**config.mk**
```make
export PLATFORM = sky130hd
export DESIGN_NAME = seq_shifter
export DESIGN_NICKNAME = d
export VERILOG_FILES = /design/src/rtl/shifter_pkg.sv /design/src/rtl/seq_shifter_step.sv /design/src/rtl/seq_shifter.sv
export SDC_FILE = /design/constraint.sdc
export NUM_CORES = 1
export LEC_CHECK = 0
export ABC_AREA = 1
export ABC_CLOCK_PERIOD_IN_PS = 2400
export BUFFER_PORTS_ARGS = -buffer_cell sky130_fd_sc_hd__buf_2
export CAP_MARGIN = 25
export CORE_MARGIN = 1.5
export CORE_UTILIZATION = 40
export DETAILED_ROUTE_END_ITERATION = 10
export PLACE_DENSITY_LB_ADDON = 0.08
export RECOVER_POWER = 25
export SLEW_MARGIN = 20
export SYNTH_ARGS = -nofsm -noshare
export SYNTH_HDL_FRONTEND = slang
export SYNTH_HIERARCHICAL = 1
export SYNTH_SLANG_ARGS = --single-unit
```
**constraint.sdc**
```tcl
create_clock -name clk -period 2.4 [get_ports clk]
set_clock_uncertainty 0.1 [all_clocks]
set_input_delay 0.36 -clock clk [delete_from_list [all_inputs] [get_ports clk]]
set_output_delay 0.36 -clock clk [all_outputs]
set_load 0.05 [all_outputs]
```
**src/rtl/shifter_pkg.sv**
```systemverilog
// Shared definitions for the sequential shift/rotate unit: opcodes,
// FSM state encoding and a small opcode legality helper.
package shifter_pkg;

    // Operation codes carried on in_op
    localparam logic [2:0] OP_SLL     = 3'b000;
    localparam logic [2:0] OP_SLL_ALT = 3'b001;  // legacy alias of SLL
    localparam logic [2:0] OP_SRL     = 3'b010;
    localparam logic [2:0] OP_SRA     = 3'b011;
    localparam logic [2:0] OP_ROL     = 3'b100;
    localparam logic [2:0] OP_ROR     = 3'b101;

    // Control FSM states
    typedef enum logic [1:0] {
        ST_IDLE  = 2'b00,
        ST_SHIFT = 2'b01,
        ST_DONE  = 2'b10
    } state_t;

    // Opcodes 110 and 111 are reserved and flagged as illegal
    function automatic logic op_legal(input logic [2:0] op);
        return (op <= OP_ROR);
    endfunction

endpackage

```
**src/rtl/seq_shifter_step.sv**
```systemverilog
// Combinational single-step shifter: moves 'value' by k positions
// (0..STEP) in the direction selected by 'op'. Only STEP+1 fixed-distance
// candidates are built, so the network stays small for small STEP.
module shift_step
    import shifter_pkg::*;
#(
    parameter int WIDTH = 8,
    parameter int STEP  = 1,
    parameter int KW    = $clog2(STEP + 1)
) (
    input  logic [WIDTH-1:0] value,
    input  logic [2:0]       op,
    input  logic [KW-1:0]    k,
    output logic [WIDTH-1:0] result
);

    logic [WIDTH-1:0] sll_c [STEP+1];
    logic [WIDTH-1:0] srl_c [STEP+1];
    logic [WIDTH-1:0] sra_c [STEP+1];
    logic [WIDTH-1:0] rol_c [STEP+1];
    logic [WIDTH-1:0] ror_c [STEP+1];

    logic [WIDTH-1:0] sel_sll;
    logic [WIDTH-1:0] sel_srl;
    logic [WIDTH-1:0] sel_sra;
    logic [WIDTH-1:0] sel_rol;
    logic [WIDTH-1:0] sel_ror;

    // One constant-distance candidate per possible step size; the zero and
    // full-width distances are split out so no slice ever goes out of range.
    genvar gi;
    generate
        for (gi = 0; gi <= STEP; gi++) begin : g_cand
            if (gi == 0) begin : g_zero
                assign sll_c[gi] = value;
                assign srl_c[gi] = value;
                assign sra_c[gi] = value;
                assign rol_c[gi] = value;
                assign ror_c[gi] = value;
            end else if (gi >= WIDTH) begin : g_full
                assign sll_c[gi] = '0;
                assign srl_c[gi] = '0;
                assign sra_c[gi] = {WIDTH{value[WIDTH-1]}};
                assign rol_c[gi] = value;
                assign ror_c[gi] = value;
            end else begin : g_part
                assign sll_c[gi] = {value[WIDTH-1-gi:0], {gi{1'b0}}};
                assign srl_c[gi] = {{gi{1'b0}}, value[WIDTH-1:gi]};
                assign sra_c[gi] = {{gi{value[WIDTH-1]}}, value[WIDTH-1:gi]};
                assign rol_c[gi] = {value[WIDTH-1-gi:0], value[WIDTH-1:WIDTH-gi]};
                assign ror_c[gi] = {value[gi-1:0], value[WIDTH-1:gi]};
            end
        end
    endgenerate

    // Pick the candidate matching this cycle's step size for every operation
    always_comb begin
        sel_sll = value;
        sel_srl = value;
        sel_sra = value;
        sel_rol = value;
        sel_ror = value;
        for (int i = 0; i <= STEP; i++) begin
            if (k == KW'(i)) begin
                sel_sll = sll_c[i];
                sel_srl = srl_c[i];
                sel_sra = sra_c[i];
                sel_rol = rol_c[i];
                sel_ror = ror_c[i];
            end
        end
    end

    // Route the selected operation to the output; illegal codes pass through
    always_comb begin
        result = value;
        case (op)
            OP_SLL, OP_SLL_ALT: result = sel_sll;
            OP_SRL:             result = sel_srl;
            OP_SRA:             result = sel_sra;
            OP_ROL:             result = sel_rol;
            OP_ROR:             result = sel_ror;
            default:            result = value;
        endcase
    end

endmodule

```
**src/rtl/seq_shifter.sv**
```systemverilog
// Multi-cycle shift/rotate unit. A request is captured in IDLE, shifted
// at most STEP positions per cycle in SHIFT, and presented in DONE until
// the consumer takes it. Handshake outputs come straight from the state
// register, so there is no combinational path from any input.
module seq_shifter
    import shifter_pkg::*;
#(
    parameter int WIDTH = 8,
    parameter int STEP  = 1,
    parameter int AW    = $clog2(WIDTH)
) (
    input  logic             clk,
    input  logic             rst,
    input  logic             in_valid,
    output logic             in_ready,
    input  logic [WIDTH-1:0] in_data,
    input  logic [AW-1:0]    in_amt,
    input  logic [2:0]       in_op,
    output logic             out_valid,
    input  logic             out_ready,
    output logic [WIDTH-1:0] out_data,
    output logic             out_illegal
);

    localparam int KW = $clog2(STEP + 1);

    state_t           state_reg, state_next;
    logic [WIDTH-1:0] data_reg, data_next;
    logic [2:0]       op_reg, op_next;
    logic [AW-1:0]    rem_reg, rem_next;
    logic             illegal_reg, illegal_next;

    logic [AW-1:0]    k_amt;
    logic [KW-1:0]    k_step;
    logic [WIDTH-1:0] step_value;
    logic             req_legal;

    assign req_legal = op_legal(in_op);

    // Step size this cycle: a full STEP unless fewer positions remain.
    // When rem >= STEP the constant STEP necessarily fits in AW bits.
    always_comb begin
        if (int'(rem_reg) >= STEP) begin
            k_amt  = AW'(STEP);
            k_step = KW'(STEP);
        end else begin
            k_amt  = rem_reg;
            k_step = KW'(rem_reg);
        end
    end

    shift_step #(
        .WIDTH (WIDTH),
        .STEP  (STEP),
        .KW    (KW)
    ) u_step (
        .value  (data_reg),
        .op     (op_reg),
        .k      (k_step),
        .result (step_value)
    );

    // State, working register, remaining count and illegal flag
    always_ff @(posedge clk or posedge rst) begin
        if (rst) begin
            state_reg   <= ST_IDLE;
            data_reg    <= '0;
            op_reg      <= OP_SLL;
            rem_reg     <= '0;
            illegal_reg <= 1'b0;
        end else begin
            state_reg   <= state_next;
            data_reg    <= data_next;
            op_reg      <= op_next;
            rem_reg     <= rem_next;
            illegal_reg <= illegal_next;
        end
    end

    // Next-state and datapath update; everything holds unless a state acts
    always_comb begin
        state_next   = state_reg;
        data_next    = data_reg;
        op_next      = op_reg;
        rem_next     = rem_reg;
        illegal_next = illegal_reg;

        case (state_reg)
            ST_IDLE: begin
                if (in_valid) begin
                    data_next    = in_data;
                    op_next      = in_op;
                    illegal_next = !req_legal;
                    if (!req_legal || (in_amt == '0)) begin
                        rem_next   = '0;
                        state_next = ST_DONE;
                    end else begin
                        rem_next   = in_amt;
                        state_next = ST_SHIFT;
                    end
                end
            end

            ST_SHIFT: begin
                data_next = step_value;
                rem_next  = rem_reg - k_amt;
                if (rem_reg == k_amt) begin
                    state_next = ST_DONE;
                end
            end

            ST_DONE: begin
                // Result stays frozen until the consumer takes it
                if (out_ready) begin
                    state_next = ST_IDLE;
                end
            end

            default: begin
                state_next = ST_IDLE;
            end
        endcase
    end

    assign in_ready    = (state_reg == ST_IDLE);
    assign out_valid   = (state_reg == ST_DONE);
    assign out_data    = data_reg;
    assign out_illegal = illegal_reg;

endmodule
```
==> qor.csv <==
stage,metric,value,unit
synth,synth-seq-area-share,32.6,%
power,power.total,2340,µW
layout,drive_gt1_share,19.5,%
die,rows,20,
flow_run,cap_violations,0,
clocking,post-cts-setup-buffers,0,
critical_path,crit_fanout,12,
critical_path,cp.required,2.54,ns
synth,yosysWarnings,6,
clocking,cts_root_buf,clkbuf_4,
timing,setup_viol_count_final,0,
critical_path,crit_slowest_cell,dfrtp_1,
critical_path,r2r-start,rem_reg[1],
clocking,htreeDepth,1,
routing,post-route-drc-count,0,
grt,grt_pass1_wl,5.43,mm
grt,grt_usage,20.2,%
die,die_y,60.1,µm
synth,synth_cells,218,
grt,grt-ovfl-total,0,
routing,drt_iter0_drc,94,
clocking,cts.sinks,17,
grt,grt_max_degree,18,
layout,num_antenna_cells,0,
synth,async_reset_ff_share,100,%
clocking,clk_latency,0.29,ns
critical_path,r2r_cells,12,
synth,synthesis.area,1300,µm²
die,ioPinCount,29,
timing,slew_headroom,54.1,%
critical_path,startpoint_type,flip-flop,
critical_path,critical-path-max-stage-delay,0.39,ns
min_path,hold_class,input port to asynchronous set/reset pin,
clocking,cts_buffers,3,
routing,viasPerCell,4.54,
layout,fin_nets,267,
placement,gp_routability_congestion,0.813,
timing,hold_viol,0,
synth,synthTopCellsByArea,"dfrtp_1 (33%), nand2_1 (33%), nand3_1 (6.1%)",
routing,drtPass1Iterations,4,
synth,synth_nets,238,
timing,fin_ws,0.532,ns
critical_path,r2r_slack,0.53,ns
placement,dpl_worst_slack,0.558,ns
layout,layout_commonest_cell,nand2_1,
routing,post_drt_wl_per_cell,10.9,µm
die,die_w,60.1,µm
status,status,"complete, no violations",
routing,antenna_left,0,
layout,syn_to_final_growth,14.0,%
grt,grt_pass1_vias,1203,
clocking,clkTransAtPathRegs,0.10,ns
synth,synth_top_area_cell,dfrtp_1,
layout,final_cell_mix,"nand2_1 (113), buf_2 (28), inv_1 (20)",
layout,fin_util,48.3,%
routing,drt-total-wl,3.15,mm
critical_path,cp_cell_sequence,inv_1 > nand2_1 > or2_2 > inv_1 > nor2_1 > a21oi_1 > nand2_1 > nand3_1 > nand2_1 > nand2_1 > nand2_1 > nand2_1,
synth,synth_cell_types,21,
timing,rsz0062_at_grt,no,
critical_path,r2r_end,out_data[4],
timing,finalCritPeriodShare,77.8,%
critical_path,critPathArrivalTime,2.01,ns
critical_path,critPathKind,flip-flop to flip-flop,
die,start_util,42.4,%
power,irDropWorstVdd,608,µV
grt,antenna_found_initial,0,
placement,port_buffers,28,
clocking,cts_tree,built,
critical_path,crit_path_end_kind,flip-flop,
synth,synth_area_per_cell,5.98,µm²
power,power_density,1570,nW/µm²
die,dieArea,3610,µm²
clocking,cts_buffer_depth,2,
synth,yosysTopAreaCellShare,32.6,%
clocking,cts_hold_buf,0,
layout,largest_reg_flops,8,
synth,synth-edff-count,0,
timing,clock.fmax,535,MHz
die,core-area,3080,µm²
synth,synthFlopType,dfrtp_1,
timing,tightest_slew,0.687,ns
synth,synth-seq-cells,17,
timing,setup_tns,0,ns
clocking,post_cts_resize_count,0,
timing,final_max_slew_viol_count,0,
routing,num_vias,1318,
critical_path,cp_common_cell,nand2_1,
timing,period_needed,1.87,ns
power,leakage,0.000926,µW
placement,dp_hpwl,2.41,mm
[layer usage]
layer  share of wire (%)  vias to the layer above  routed length [µm]  global-route usage [%]
li1                    -                      713                   -                       -
met1                  53                      578                1660                    29.3
met2                  43                       25                1360                    31.4
met3                 3.7                        2                 118                    4.55
met4                0.60                        0                  19                    2.86
met5                   0                        -                   0                       0
[power by group]
part	total [µW]	internal (µW)	switching [µW]
clock network	160	64.7	95.3
registers	610	428	182
logic	1570	447	1120
total	2340	939	1400
[logic make-up after synthesis]
group	count (synthesis)	share of synthesized area [%]
buffers and inverters	29	10.2
AND/OR/NAND/NOR	161	51.5
AO/OA/AOI/OAI	9	3.74
flip-flops	17	32.6
adder cells (fa/ha/maj)	2	1.92
[per-stage QoR]
step / hold WS (ns) / area, µm² / cells
finish: 0.0506 / 1490 / 290
global route: 0.107 / 1490 / 290
CTS: 0.0722 / 1490 / 290
detailed placement: 0.383 / 1460 / 286
global placement: 0.375 / 1460 / 286
floorplan: 0.186 / 1300 / 218
[area by class of cell]
cell class	count	area, µm²
Timing Repair Buffer	28	140
Tap cell	44	55.1
Clock buffer	4	26.3
Fill cell	348	1590
Multi-Input combinational cell	172	746
Sequential cell	17	425
Inverter	25	93.8
[synth_stat cells (2+ instances only)]
library cell  number
a21oi_1            3
ha_1               2
dfrtp_1           17
o21ai_0            2
nand2_2            6
nand3_1           16
inv_1             20
nor2_1            19
buf_6              3
inv_2              5
nand2_1          113
o21ai_1            3
[worst max path at each step]
| stage | startpoint | to | slack [ns] | cells after the start |
|---|---|---|---|---|
| 2_1_floorplan | rem_reg[1] | out_data[6] | 0.68 | 12 |
| 3_3_place_gp | rem_reg[1] | out_data[5] | 0.59 | 12 |
| 3_5_place_dp | rem_reg[1] | out_data[4] | 0.56 | 12 |
| 4_1_cts | rem_reg[1] | out_data[4] | 0.53 | 12 |
| 5_1_grt | rem_reg[1] | out_data[4] | 0.32 | 12 |
| 6_report | rem_reg[1] | out_data[4] | 0.53 | 12 |
[worst max-delay path: cells and delay by family (launching register included)]
family,cells,cell delay [ns]
AND/OR/NAND/NOR,9,0.91
flip-flops,1,0.39
buffers and inverters,2,0.30
AO/OA/AOI/OAI,1,0.11
Power figures use the tool's default switching activity.
